**config.mk**
```make
export PLATFORM = sky130hd
export DESIGN_NAME = mul_share_arbiter_flat
export DESIGN_NICKNAME = d
export VERILOG_FILES = /design/src/rtl/mul_share_arbiter_if.sv /design/src/rtl/mul_share_arbiter.sv /design/src/flat_wrapper.sv
export SDC_FILE = /design/constraint.sdc
export NUM_CORES = 1
export LEC_CHECK = 0
export ABC_AREA = 1
export ABC_CLOCK_PERIOD_IN_PS = 2300
export CORE_ASPECT_RATIO = 0.75
export CORE_UTILIZATION = 30
export DETAILED_ROUTE_END_ITERATION = 6
export PLACE_DENSITY = 0.75
export RECOVER_POWER = 100
export SETUP_SLACK_MARGIN = 0.05
export SLEW_MARGIN = 0
export SYNTH_ARGS = -nofsm -noshare
export SYNTH_HDL_FRONTEND = slang
export SYNTH_SLANG_ARGS = --single-unit
```
**constraint.sdc**
```tcl
create_clock -name clk -period 2.3 [get_ports clk]
set_input_delay 0.46 -clock clk [delete_from_list [all_inputs] [get_ports clk]]
set_output_delay 0.46 -clock clk [all_outputs]
set_load 0.1 [all_outputs]
```
**src/rtl/mul_share_arbiter_if.sv**
```systemverilog
// Request/response handshake bundle between the client blocks and the
// shared-multiplier arbiter. Operands and the result ride on flat buses;
// requester i owns slice [i*W +: W] of each operand bus.
interface mul_share_arbiter_if #(
    parameter int NREQ = 4,
    parameter int W    = 8
);
    logic [NREQ-1:0]   req_valid;
    logic [NREQ-1:0]   req_ready;
    logic [NREQ*W-1:0] req_op1;
    logic [NREQ*W-1:0] req_op2;
    logic [NREQ-1:0]   rsp_valid;
    logic [NREQ-1:0]   rsp_ready;
    logic [2*W-1:0]    rsp_res;

    // Client side: presents operands, takes results.
    modport master (
        output req_valid,
        output req_op1,
        output req_op2,
        output rsp_ready,
        input  req_ready,
        input  rsp_valid,
        input  rsp_res
    );

    // Arbiter side: accepts operands, returns results.
    modport slave (
        input  req_valid,
        input  req_op1,
        input  req_op2,
        input  rsp_ready,
        output req_ready,
        output rsp_valid,
        output rsp_res
    );
endinterface

```
**src/rtl/mul_share_arbiter.sv**
```systemverilog
// Shares one fixed-latency unsigned multiplier among NREQ requesters.
// Round-robin grant, one operation in flight, valid/ready on both the
// request and the response side. The multiplier operands are registered
// and held for the whole operation; the product is captured once the
// multiplier latency has elapsed and then held until the owner takes it.
module mul_share_arbiter #(
    parameter int NREQ    = 4,
    parameter int W       = 8,
    parameter int MUL_LAT = 1
) (
    input  logic                 clk,
    input  logic                 rst,
    mul_share_arbiter_if.slave   bus,
    output logic [W-1:0]         mul_op1,
    output logic [W-1:0]         mul_op2,
    input  logic [2*W-1:0]       mul_res,
    output logic                 busy
);

    localparam int IW = (NREQ > 1) ? $clog2(NREQ) : 1;
    localparam int CW = (MUL_LAT > 0) ? $clog2(MUL_LAT + 1) : 1;

    typedef enum logic [1:0] {
        ST_IDLE = 2'd0,
        ST_WAIT = 2'd1,
        ST_RESP = 2'd2
    } state_t;

    // Rotating-priority search: first valid requester after 'last',
    // wrapping. Walks offsets from farthest to nearest so the nearest
    // hit is the one that sticks. MSB of the result flags a hit.
    function automatic logic [IW:0] rr_pick(input logic [NREQ-1:0] valid,
                                            input logic [IW-1:0]   last);
        logic [IW:0]   pick;
        logic [IW-1:0] idx;
        pick = {(IW + 1){1'b0}};
        for (int off = NREQ; off >= 1; off--) begin
            idx = IW'((int'(last) + off) % NREQ);
            if (valid[idx]) begin
                pick = {1'b1, idx};
            end else begin
                pick = pick;
            end
        end
        return pick;
    endfunction

    // Decode a requester index into a one-hot strobe vector.
    function automatic logic [NREQ-1:0] onehot(input logic [IW-1:0] idx);
        logic [NREQ-1:0] oh;
        oh      = {NREQ{1'b0}};
        oh[idx] = 1'b1;
        return oh;
    endfunction

    state_t            state_r;
    state_t            state_nxt_s;
    logic [IW-1:0]     last_r;
    logic [IW-1:0]     gnt_r;
    logic [CW-1:0]     cnt_r;
    logic [W-1:0]      mul_op1_r;
    logic [W-1:0]      mul_op2_r;
    logic [2*W-1:0]    rsp_res_r;

    logic [IW:0]       pick_s;
    logic              pick_hit_s;
    logic [IW-1:0]     pick_idx_s;
    logic [NREQ-1:0]   req_ready_s;
    logic [NREQ-1:0]   rsp_valid_s;
    logic              accept_s;
    logic              capture_s;
    logic              release_s;

    assign pick_s     = rr_pick(bus.req_valid, last_r);
    assign pick_hit_s = pick_s[IW];
    assign pick_idx_s = pick_s[IW-1:0];

    // Next-state and handshake strobes; rst masks both handshakes so a
    // reset cycle never looks like an accept or a pending response.
    always_comb begin
        state_nxt_s = state_r;
        req_ready_s = {NREQ{1'b0}};
        rsp_valid_s = {NREQ{1'b0}};
        accept_s    = 1'b0;
        capture_s   = 1'b0;
        release_s   = 1'b0;
        case (state_r)
            ST_IDLE: begin
                if (pick_hit_s && !rst) begin
                    req_ready_s = onehot(pick_idx_s);
                    accept_s    = 1'b1;
                    state_nxt_s = ST_WAIT;
                end else begin
                    state_nxt_s = ST_IDLE;
                end
            end
            ST_WAIT: begin
                if (cnt_r == {CW{1'b0}}) begin
                    capture_s   = 1'b1;
                    state_nxt_s = ST_RESP;
                end else begin
                    state_nxt_s = ST_WAIT;
                end
            end
            ST_RESP: begin
                if (!rst) begin
                    rsp_valid_s = onehot(gnt_r);
                end else begin
                    rsp_valid_s = {NREQ{1'b0}};
                end
                if (bus.rsp_ready[gnt_r]) begin
                    release_s   = 1'b1;
                    state_nxt_s = ST_IDLE;
                end else begin
                    state_nxt_s = ST_RESP;
                end
            end
            default: begin
                state_nxt_s = ST_IDLE;
            end
        endcase
    end

    // State register; reset aborts any operation in flight.
    always_ff @(posedge clk) begin
        if (rst) begin
            state_r <= ST_IDLE;
        end else begin
            state_r <= state_nxt_s;
        end
    end

    // Operand capture, latency countdown, result capture and priority pointer.
    always_ff @(posedge clk) begin
        if (rst) begin
            last_r    <= IW'(NREQ - 1);
            gnt_r     <= {IW{1'b0}};
            cnt_r     <= {CW{1'b0}};
            mul_op1_r <= {W{1'b0}};
            mul_op2_r <= {W{1'b0}};
            rsp_res_r <= {(2 * W){1'b0}};
        end else begin
            if (accept_s) begin
                mul_op1_r <= bus.req_op1[pick_idx_s * W +: W];
                mul_op2_r <= bus.req_op2[pick_idx_s * W +: W];
                gnt_r     <= pick_idx_s;
                cnt_r     <= CW'(MUL_LAT);
            end else if (state_r == ST_WAIT) begin
                if (capture_s) begin
                    rsp_res_r <= mul_res;
                end else begin
                    cnt_r <= cnt_r - CW'(1'b1);
                end
            end else begin
                cnt_r <= cnt_r;
            end
            if (release_s) begin
                last_r <= gnt_r;
            end else begin
                last_r <= last_r;
            end
        end
    end

    assign bus.req_ready = req_ready_s;
    assign bus.rsp_valid = rsp_valid_s;
    assign bus.rsp_res   = rsp_res_r;
    assign mul_op1       = mul_op1_r;
    assign mul_op2       = mul_op2_r;
    assign busy          = (state_r != ST_IDLE);

endmodule

```
**src/flat_wrapper.sv**
```systemverilog
// flat-port wrapper written by rule: the top's interface ports become plain ports
module mul_share_arbiter_flat 
#(
    parameter int NREQ    = 4,
    parameter int W       = 8,
    parameter int MUL_LAT = 1
)
  (clk, rst, mul_op1, mul_op2, mul_res, busy, bus_req_valid, bus_req_op1, bus_req_op2, bus_rsp_ready, bus_req_ready, bus_rsp_valid, bus_rsp_res);
  mul_share_arbiter_if #(.NREQ(NREQ), .W(W)) bus_i ();
  input  logic clk;
  input  logic rst;
  output logic [W-1:0] mul_op1;
  output logic [W-1:0] mul_op2;
  input  logic [2*W-1:0] mul_res;
  output logic busy;
  input wire logic [$bits(bus_i.req_valid)-1:0] bus_req_valid;
  input wire logic [$bits(bus_i.req_op1)-1:0] bus_req_op1;
  input wire logic [$bits(bus_i.req_op2)-1:0] bus_req_op2;
  input wire logic [$bits(bus_i.rsp_ready)-1:0] bus_rsp_ready;
  output wire logic [$bits(bus_i.req_ready)-1:0] bus_req_ready;
  output wire logic [$bits(bus_i.rsp_valid)-1:0] bus_rsp_valid;
  output wire logic [$bits(bus_i.rsp_res)-1:0] bus_rsp_res;
  assign bus_i.req_valid = bus_req_valid;
  assign bus_i.req_op1 = bus_req_op1;
  assign bus_i.req_op2 = bus_req_op2;
  assign bus_i.rsp_ready = bus_rsp_ready;
  assign bus_req_ready = bus_i.req_ready;
  assign bus_rsp_valid = bus_i.rsp_valid;
  assign bus_rsp_res = bus_i.rsp_res;
  mul_share_arbiter #(.NREQ(NREQ), .W(W), .MUL_LAT(MUL_LAT)) u_core (.clk(clk), .rst(rst), .bus(bus_i), .mul_op1(mul_op1), .mul_op2(mul_op2), .mul_res(mul_res), .busy(busy));
endmodule
```
[Word-level counts from Yosys, hierarchy flattened]
Cells that the tools add are included.
Word-level totals
  memories kept: 0
  memory bits (read-only): 0
  logic and storage cells: 70
  bits in latches: 0
  flip-flop bits (word level): 39
  memory bits (writable): 0
  output and inout bits: 41
  input bits: 90
Operators by class
  $mul: 0
  reductions and logical operators: 9
  add/subtract/negate cells: 5
  muxes and demuxes: 35
  equal/unequal tests: 3
  $lt $le $gt $ge: 8
  divide/modulo/power cells: 0
  bitwise logic cells: 1
  shift operators: 2
Operators with widths (number)
  indexed part select 32 x 6 -> 8 bit: 2
  less-than comparator 2 x 3 -> 1 bit, second input constant: 6
  2-to-1 mux 1 bit: 17
  2-to-1 mux 4 bit: 4
  2-to-1 mux 3 bit: 4
  binary-select mux 1 bit (select 2 bit): 5
  case mux 2 bit (3 select lines): 1
  adder 2 x 1 -> 2 bit, second input constant: 2
  adder 2 bit, second input constant: 2
  demux 1 bit (select 2 bit): 2
  greater-or-equal comparator 2 x 1 -> 1 bit, second input constant: 2
  2-to-1 mux 2 bit: 2
  nonzero test 2 bit: 2
  logical AND 1 bit: 3
  AND reduction 3 bit: 1
  == test 2 x 1 -> 1 bit, second input constant: 1
  == test 2 bit, second input constant: 1
  logical NOT 2 bit: 1
  inequality test 2 x 1 -> 1 bit, second input constant: 1
  AND reduction 2 bit: 1
  logical NOT 1 bit: 1
  inverter 1 bit: 1
  subtractor 1 bit, second input constant: 1

[Logic depth before layout (Yosys ltp)]
Gate-level depths: netlist (run 1).
  depth in word-level cells: 13
  mapped depth: 15
  gate-level depth less buffers: 14

[Worst setup path before layout (run 1)]
Ideal clock, no wire load.
  path type: input -> output
  start point: in bus_req_valid[3]
  end point: out bus_req_ready[0]
  arrival: 3.378 ns
  path slack: -1.538 ns
  data required time: 1.840 ns
  buffers on the path: 1
  cell stages on the path: 9
  path through: inv_1 o21ai_0 nand2_1 nand2_1 nand2_1 nand3_2 nand2_2 buf_4 nor3_1
On the way
  word-level cells in the longest chain between the ends: 12
  elaborated cells on any way between the ends: 20
  those cells by class: order compare (2); mux (16); reduce/logical (2)
RTL lines
  start, declared: RTL line flat_wrapper.sv:16  | input wire logic [$bits(bus_i.req_valid)-1:0] bus_req_valid;
  binary-select mux 1 bit (select 2 bit): RTL line mul_share_arbiter.sv:39  | if (valid[idx]) begin
  2-to-1 mux 1 bit (not written as such): RTL line mul_share_arbiter.sv:39
  2-to-1 mux 3 bit (3 in a row): RTL line mul_share_arbiter.sv:39
  2-to-1 mux 3 bit *: RTL line mul_share_arbiter.sv:39
  less-than comparator 2 x 3 -> 1 bit (not written as such) or greater-or-equal comparator 2 x 1 -> 1 bit (tied branches): RTL line mul_share_arbiter.sv:52  | oh[idx] = 1'b1;
  logical AND 1 bit (not written as such): RTL line mul_share_arbiter.sv:52
  2-to-1 mux 1 bit (not written as such): RTL line mul_share_arbiter.sv:52
  demux 1 bit (select 2 bit)
  2-to-1 mux 4 bit *: RTL line mul_share_arbiter.sv:89  | if (pick_hit_s && !rst) begin
  2-to-1 mux 4 bit *: RTL line mul_share_arbiter.sv:87  | case (state_r)
  end, declared: RTL line flat_wrapper.sv:20  | output wire logic [$bits(bus_i.req_ready)-1:0] bus_req_ready;
Every way passes the cells marked *; elsewhere a longest branch is shown, timed or not. The select of a mux whose other input is x is not followed.

[Worst setup path after layout (run 1)]
  start point: reg u_core.last_r[0]
  end point: out bus_req_ready[0]
On the way
  word-level cells in the longest chain between the ends: 13
  elaborated cells on any way between the ends: 24
  those cells by class: add/sub (4); order compare (2); mux (16); reduce/logical (2)
RTL lines
  start, declared: RTL line mul_share_arbiter.sv:58  | logic [IW-1:0] last_r;
  start signal, assigned: RTL line mul_share_arbiter.sv:136  | last_r <= IW'(NREQ - 1);
  start signal, assigned: RTL line mul_share_arbiter.sv:158  | last_r <= gnt_r;
  start signal, assigned: RTL line mul_share_arbiter.sv:160  | last_r <= last_r;
  adder 2 x 1 -> 2 bit: RTL line mul_share_arbiter.sv:38  | idx = IW'((int'(last) + off) % NREQ);
  binary-select mux 1 bit (select 2 bit): RTL line mul_share_arbiter.sv:39
  2-to-1 mux 1 bit (not written as such): RTL line mul_share_arbiter.sv:39
  2-to-1 mux 3 bit (3 in a row): RTL line mul_share_arbiter.sv:39
  2-to-1 mux 3 bit *: RTL line mul_share_arbiter.sv:39
  less-than comparator 2 x 3 -> 1 bit (not written as such) or greater-or-equal comparator 2 x 1 -> 1 bit (tied branches): RTL line mul_share_arbiter.sv:52
  logical AND 1 bit (not written as such): RTL line mul_share_arbiter.sv:52
  2-to-1 mux 1 bit (not written as such): RTL line mul_share_arbiter.sv:52
  demux 1 bit (select 2 bit)
  2-to-1 mux 4 bit *: RTL line mul_share_arbiter.sv:89
  2-to-1 mux 4 bit *: RTL line mul_share_arbiter.sv:87
Marked as above.

==> run metrics, run 1 <==
PortBufs between 100 and 150; CTS Root Buffer Type sky130_fd_sc_hd__clkbuf_8; number of routed nets with antenna violations 0; DPL Wire Length slightly above 6 mm; Fmax achieved 429.4 MHz; Setup crit start u_core.last_r[0]$_SDFFE_PP1P_; hold crit path type reg -> reg; outcome finished, violations left; sequential cell area fraction in the yosys report 0.3444; Critical Path RT about 1.8 ns; Inst Count DP about 600; sort of element at the end of the critical path output port; Placed Instance Area slightly below 4000 um^2; total of max-cap violations 0; Total Power Consumption between 5000 and 6000 uW; summed instance area of the synthesized netlist about 2300 um^2; final worst path period need ~2.3 ns; Data arrival, critical path roughly 1.9 ns; Clock power frac 0.088; synthesized flop and latch total 39; share of layout cells above drive strength 1 0.2004; number of buffers added to fix hold violations after cts 0; I/O pins between 100 and 150; class of the most critical setup path reg -> out; ANT cells 0; power density of the placed cells roughly 1200 nW/um^2; largest area contributor in the synthesized netlist sky130_fd_sc_hd__dfxtp_1; post-synthesis to final-layout area growth 79.25%; headroom to the max-slew limit 0.2036; CTS Buf Count 5; clk_skew 0.003465 ns; DR DRC count 0; Nets slightly above 600; Reg power frac 0.209; Switch Pwr roughly 3000 uW; count of synthesis-stage warnings from yosys 0; switching part of the total 0.6011; number of cells produced by synthesis about 370; TritonCTS clock tree yes; leading cell type by number of instances after synthesis sky130_fd_sc_hd__nand3_1; maximum number of pins on one net before global-route repair 28; Clock Path Buffers 2; clock input transition at the sequential cells of the worst setup and hold paths ~0.08 ns; list of most frequent post-synthesis cells 109 x sky130_fd_sc_hd__nand3_1, 107 x sky130_fd_sc_hd__nand2_1, 39 x sky130_fd_sc_hd__dfxtp_1, 35 x sky130_fd_sc_hd__inv_1, 16 x sky130_fd_sc_hd__a21oi_1; total number of vias 2,944; number of distinct library cells after synthesis 23; syn_nets 457; Max VDD drop 0.7653 mV; number of global-route vias before repair between 2,000 and 3,000; aggregate global routing overflow 0; Final Wtd Congestion slightly above 0.8; Hold Slack about 0.46 ns; number of antenna violations at the first check in global routing 0; CTS H-tree depth 2; placement row count 27; Routed WL per cell ~13 um; clock latency reported for the late side of the worst-skew pair about 0.28 ns; wire length after detailed routing between 8 and 9 mm; violations in the final reports setup timing; final number of setup-violating endpoints 3; fraction of registers with async set or reset after synthesis 0; wire length of the first global-routing pass between 10 and 15 mm; Worst setup SP type flip-flop; setup ws final -0.02908 ns; die width 102.4 um; slew at the pin closest to its max-slew limit ~1.2 ns; count of pins over their slew limit 0; final cell count without fillers 620; number of fill cells 715; first-pass detailed-route iteration total 5; DR iter-0 viols between 100 and 150; Leak 0.001824 uW; fraction of power consumed by combinational cells 0.703; Int Pwr about 2000 uW; Worst Path Max Fanout 6; gr usage total 0.2140; die outline area about 7900 um^2; share of Yosys cell area claimed by the top area cell type 0.3444; share of the clock period used by the worst path after layout 1.013; count of clock tree sinks 39; core area around 7300 um^2; dominant synthesized flop cell sky130_fd_sc_hd__dfxtp_1; start point of the worst min-delay path u_core.bus.rsp_res[5]$_SDFFE_PP0P_; vias per inst between 4 and 5; worst r2r src u_core.last_r[0]$_SDFFE_PP1P_; ranking of synthesized cells by area sky130_fd_sc_hd__dfxtp_1 34%, sky130_fd_sc_hd__nand3_1 24%, sky130_fd_sc_hd__nand2_1 18%; Avg Cell Area, Syn just over 6 um^2; final standard cell area without fillers roughly 4100 um^2; count of final hold-check violations 0; effective utilization at floorplan 0.3093; Post-synth EDFFs 0; RSZ-0062 raised after global routing yes; Die Y-Extent a little under 80 um
power by group through the flow:
stage          clock network (uW)  registers (uW)  logic [uW]
2_1_floorplan                   0            2360        1260
3_3_place_gp                    0            1050        3460
3_5_place_dp                    0            1060        3500
4_1_cts                       460            1040        3600
5_1_grt                       491            1080        3740
6_report                      443            1050        3530
path summary, 6_finish.rpt:
path / to / slack, ns / cells past startpoint
max: bus_req_ready[0] / -0.03 / 9
min: u_core.bus.rsp_res[5]$_SDFFE_PP0P_ / 0.46 / 2
max reg2reg: u_core.mul_op1[2]$_SDFFE_PP0P_ / 0.19 / 14
min reg2reg: u_core.bus.rsp_res[5]$_SDFFE_PP0P_ / 0.46 / 2
layout make-up:
class | instances | area, um^2 | share of cell area
Clock buffer | 7 | 76.32 | 0.01878
Clock inverter | 1 | 5.005 | 0.001232
Inverter | 38 | 147.6 | 0.03633
Multi-Input combinational cell | 270 | 1454 | 0.3578
Sequential cell | 39 | 788.3 | 0.1940
Tap cell | 101 | 126.4 | 0.03110
Timing Repair Buffer | 164 | 1466 | 0.3608
through the flow:
step	util	setup WS, ns	TNS, ns
after floorplan	-	-0.2432	-1.189
final	0.5544	-0.02908	-0.06723
after global placement	0.5271	-0.1821	-2.246
after CTS	0.5598	0.02647	0
after global routing	0.5544	-0.1248	-0.4102
after detailed placement	0.5271	-0.2332	-3.429
cells in the final DEF (no fill, tap or decap), types with 3 or more instances in the layout:
master / Yosys / routed
sky130_fd_sc_hd__nor2_1: 9 / 6
sky130_fd_sc_hd__nor3_4: 0 / 4
sky130_fd_sc_hd__dfxtp_1: 39 / 37
sky130_fd_sc_hd__nand2_1: 107 / 90
sky130_fd_sc_hd__buf_12: 0 / 9
sky130_fd_sc_hd__a21oi_1: 16 / 16
sky130_fd_sc_hd__nand3_2: 1 / 5
sky130_fd_sc_hd__nand2_2: 2 / 10
sky130_fd_sc_hd__inv_1: 35 / 33
sky130_fd_sc_hd__clkdlybuf4s50_1: 0 / 85
sky130_fd_sc_hd__dlygate4sd2_1: 0 / 4
sky130_fd_sc_hd__clkbuf_1: 8 / 26
sky130_fd_sc_hd__buf_4: 4 / 31
sky130_fd_sc_hd__or2_1: 3 / 3
sky130_fd_sc_hd__or2_2: 5 / 5
sky130_fd_sc_hd__nand2_4: 0 / 8
sky130_fd_sc_hd__clkbuf_8: 0 / 5
sky130_fd_sc_hd__nand3_1: 109 / 104
sky130_fd_sc_hd__clkbuf_2: 0 / 8
layer usage:
metal,routed length [um],global-route usage
met5,0,0
met4,83,0.04571
met3,439,0.04376
met2,4099,0.3732
met1,3567,0.2683
state kept, by name, indices dropped and copies added (netlist names):
signal              flops
u_core.gnt_r            2
u_core.cnt_r            1
u_core.bus.rsp_res     16
u_core.last_r           2
u_core.mul_op1          8
u_core.state_r          2
u_core.mul_op2          8
worst max-delay path, cell delays in order, from the launching register on:
cell	delay, ns
sky130_fd_sc_hd__dfxtp_4	0.42
sky130_fd_sc_hd__buf_4	0.13
sky130_fd_sc_hd__nand2_1	0.06
sky130_fd_sc_hd__o21ai_2	0.07
sky130_fd_sc_hd__nor2_1	0.09
sky130_fd_sc_hd__nand2_1	0.13
sky130_fd_sc_hd__nand3_2	0.11
sky130_fd_sc_hd__buf_4	0.17
sky130_fd_sc_hd__nor3_4	0.21
sky130_fd_sc_hd__buf_12	0.20
what timing repair did:
item,in CTS,in global routing
setup endpoints to repair,4,6
hold endpoints to repair,0,0
resized for setup,35,15
pin swaps,18,6
buffers inserted,9,1
logic make-up after synthesis:
| kind of cell | share of synthesized area |
|---|---|
| DFF | 0.3444 |
| buffers and inverters | 0.1098 |
| AOI/OAI and AO/OA | 0.05960 |
| and+or+nand+nor | 0.4862 |
Note: power is estimated with default switching activity, not from simulation.
==> run 2: changes to the inputs <==
--- a/config.mk
+++ b/config.mk
@@ -6,10 +6,11 @@
 export NUM_CORES = 1
 export LEC_CHECK = 0
 export ABC_AREA = 1
-export ABC_CLOCK_PERIOD_IN_PS = 2300
+export ABC_CLOCK_PERIOD_IN_PS = 2200
 export CORE_ASPECT_RATIO = 0.75
 export CORE_UTILIZATION = 30
 export DETAILED_ROUTE_END_ITERATION = 6
+export GPL_ROUTABILITY_DRIVEN = 0
 export PLACE_DENSITY = 0.75
 export RECOVER_POWER = 100
 export SETUP_SLACK_MARGIN = 0.05
==> constraint.sdc (replaced) <==
create_clock -name clk -period 2.2 [get_ports clk]
set_input_delay 0.44 -clock clk [delete_from_list [all_inputs] [get_ports clk]]
set_output_delay 0.44 -clock clk [all_outputs]
set_load 0.1 [all_outputs]
==> run 2 against run 1 <==
  * The flow still finishes with violations (setup timing)
  * Sequential cell count is the same
  * Global-route usage shrank 1.7 points
  * Die area is the same
  * Highest routed layer unchanged
==> run metrics, run 2 (synthesis results as in run 1) <==
DR iter-0 viols 75 (was 106); count of final hold-check violations 0 (unchanged); violations in the final reports setup timing (unchanged); Worst setup SP type flip-flop (unchanged); total of max-cap violations 0 (unchanged); GRT met1 Usage 0.2425 (was 0.2683); met2 track demand over resource in global routing 0.3450 (was 0.3732); clock latency reported for the late side of the worst-skew pair 0.28 ns (about the same); wire length of the first global-routing pass 12.39 mm (was 13.48 mm); Routed WL per cell 12.76 um (was 13.21 um); ANT cells 0 (unchanged); headroom to the max-slew limit 0.6357 (was 0.2036); aggregate global routing overflow 0 (unchanged); core occupancy in the finished layout 0.5653 (was 0.5544); commonest non-fill, non-tap cells in the layout 104 x sky130_fd_sc_hd__nand3_1, 91 x sky130_fd_sc_hd__nand2_1, 85 x sky130_fd_sc_hd__clkdlybuf4s50_1 (was 104 x sky130_fd_sc_hd__nand3_1, 90 x sky130_fd_sc_hd__nand2_1, 85 x sky130_fd_sc_hd__clkdlybuf4s50_1); routing usage on met3 0.04923 (was 0.04376); Max VDD drop 1.570 mV (was 0.7653 mV); flip-flop count of the largest register after layout 16 (unchanged); hold crit path type reg -> reg (unchanged); TritonCTS clock tree yes (unchanged); sort of element at the end of the critical path output port (unchanged); Critical Path RT 1.76 ns (was 1.84 ns); Inst Count DP 599 (was 602); Data arrival, critical path 1.83 ns (was 1.87 ns); effective utilization at floorplan 0.3093 (unchanged); number of fill cells 682 (was 715); Die Y-Extent 77.29 um (unchanged); RSZ-0062 raised after global routing yes (unchanged); maximum number of pins on one net before global-route repair 34 (was 28); outcome finished, violations left (unchanged); count of clock tree sinks 39 (unchanged); CTS H-tree depth 2 (unchanged); Most Used Layer, Global Route met2 (unchanged); first-pass detailed-route iteration total 4 (was 5); wire length after detailed routing 7.797 mm (was 8.189 mm); clock input transition at the sequential cells of the worst setup and hold paths 0.08 ns (about the same); area of combinational cells with multiple inputs 1459 um^2 (was 1454 um^2); number of antenna violations at the first check in global routing 0 (unchanged); Total Power Consumption 5541 uW (was 5021 uW); post-synthesis to final-layout area growth 82.78% (was 79.25%); Fmax achieved ~440 MHz; number of global-route vias before repair 2,792 (was 2,949); Leak 0.001917 uW (was 0.001824 uW); vias per inst 4.740 (was 4.748); final cell count without fillers 611 (was 620); class of the most critical setup path reg -> out (unchanged); number of routed nets with antenna violations 0 (unchanged); number of buffers added to fix hold violations after cts 0 (unchanged); count of pins over their slew limit 0 (unchanged); final worst path period need between 2 and 2.5 ns; PortBufs 130 (unchanged); clk_skew 0.0009755 ns (was 0.003465 ns); slew at the pin closest to its max-slew limit 0.5452 ns (was 1.200 ns); die outline area 7912 um^2 (unchanged); share of the clock period used by the worst path after layout 1.030; total number of vias 2,896 (was 2,944); Worst Path Max Fanout 7 (was 6); commonest non-fill, non-tap cell in the layout sky130_fd_sc_hd__nand3_1 (unchanged); CTS Buf Count 5 (unchanged); setup ws final -0.06685 ns (was -0.02908 ns); final number of setup-violating endpoints 4 (was 3); core area 7331 um^2 (unchanged); Nets 599 (was 608); DPL Wire Length 6.004 mm (was 6.101 mm); gr usage total 0.1971 (was 0.2140); CTS Root Buffer Type sky130_fd_sc_hd__clkbuf_8 (unchanged); die width 102.4 um (unchanged); power density of the placed cells 1337 nW/um^2 (was 1235 nW/um^2); share of layout cells above drive strength 1 0.2353 (was 0.2004); Clock Path Buffers 2 (unchanged); DR DRC count 0 (unchanged); I/O pins 131 (unchanged); placement row count 27 (unchanged); area taken by flip-flops and latches 788.3 um^2 (unchanged)
[run 2: changes by cell type in the layout (fill, tap and decap cells not counted), sizes merged]
cell,change
clkbuf,-33
bufinv,+2
buf,+23
clkinv,-1
[run 2: power breakdown]
part / switching (uW) / leakage [uW] / total, uW / internal, uW
Sequential: 158 / 0.000320 / 1100 / 941
Clock: 252 / 0.0000654 / 706 / 453
Combinational: 2710 / 0.00153 / 3740 / 1020
Total: 3120 / 0.00192 / 5540 / 2420
[run 2: area by class of cell]
type	count	area share
clock buffers	6	0.01751
multi-input cells	270	0.3521
inverters	38	0.03502
flip-flops and latches	39	0.1902
repair buffers	155	0.3602
clock inverters	2	0.01449
well taps	101	0.03050
[run 2: path summary, 6_finish.rpt]
path | slack (ns) | start | end | cells past startpoint
worst max-delay path | -0.07 | u_core.last_r[0]$_SDFFE_PP1P_ | bus_req_ready[1] | 11
worst min-delay path | 0.47 | u_core.bus.rsp_res[2]$_SDFFE_PP0P_ | u_core.bus.rsp_res[2]$_SDFFE_PP0P_ | 2
worst max register to register | 0.18 | u_core.last_r[0]$_SDFFE_PP1P_ | u_core.mul_op1[2]$_SDFFE_PP0P_ | 14
worst min register to register | 0.47 | u_core.bus.rsp_res[2]$_SDFFE_PP0P_ | u_core.bus.rsp_res[2]$_SDFFE_PP0P_ | 2
[run 2: repair_timing]
| action | 4_1_cts | 5_1_grt |
|---|---|---|
| endpoints found under the setup margin | 4 | 14 |
| cloned | 0 | 0 |
| pin swaps | 11 | 5 |
| gates resized for setup | 23 | 22 |
| buffers inserted | 3 | 1 |
[run 2: routing by layer]
metal | routed length [um] | vias up
met4 | 46 | 0
met1 | 3384 | 1313
met3 | 464 | 6
li1 | - | 1487
met5 | 0 | -
met2 | 3902 | 90
[run 2: worst max-delay path, stage by stage, from the launching register on]
cell	delay (ns)
sky130_fd_sc_hd__dfxtp_4	0.38
sky130_fd_sc_hd__buf_6	0.14
sky130_fd_sc_hd__o21ai_4	0.17
sky130_fd_sc_hd__nand2_2	0.09
sky130_fd_sc_hd__nand2_2	0.09
sky130_fd_sc_hd__nand2_4	0.06
sky130_fd_sc_hd__nand2_2	0.07
sky130_fd_sc_hd__nand2_4	0.07
sky130_fd_sc_hd__nand2_8	0.09
sky130_fd_sc_hd__nand2_4	0.08
sky130_fd_sc_hd__nor2_4	0.11
sky130_fd_sc_hd__buf_12	0.18
[run 2: stage by stage]
stage          worst slack [ns]  area [um^2]  hold slack (ns)  setup TNS [ns]
6_report               -0.06685         4144           0.4677         -0.2507
5_1_grt                 -0.1546         4144           0.4790         -0.5924
4_1_cts                -0.07982         4040           0.4692         -0.2594
3_5_place_dp            -0.3452         3832           0.4543          -4.681
3_3_place_gp            -0.2638         3832           0.4511          -3.090
2_1_floorplan           -0.3032         2374           0.4542          -1.592
==> run 3: changes to the inputs <==
--- a/config.mk
+++ b/config.mk
@@ -14,7 +14,6 @@
 export PLACE_DENSITY = 0.75
 export RECOVER_POWER = 100
 export SETUP_SLACK_MARGIN = 0.05
-export SLEW_MARGIN = 0
 export SYNTH_ARGS = -nofsm -noshare
 export SYNTH_HDL_FRONTEND = slang
 export SYNTH_SLANG_ARGS = --single-unit
==> results of run 3 <==
Same layout as run 2: the final DEF is identical, and so are final timing and power.
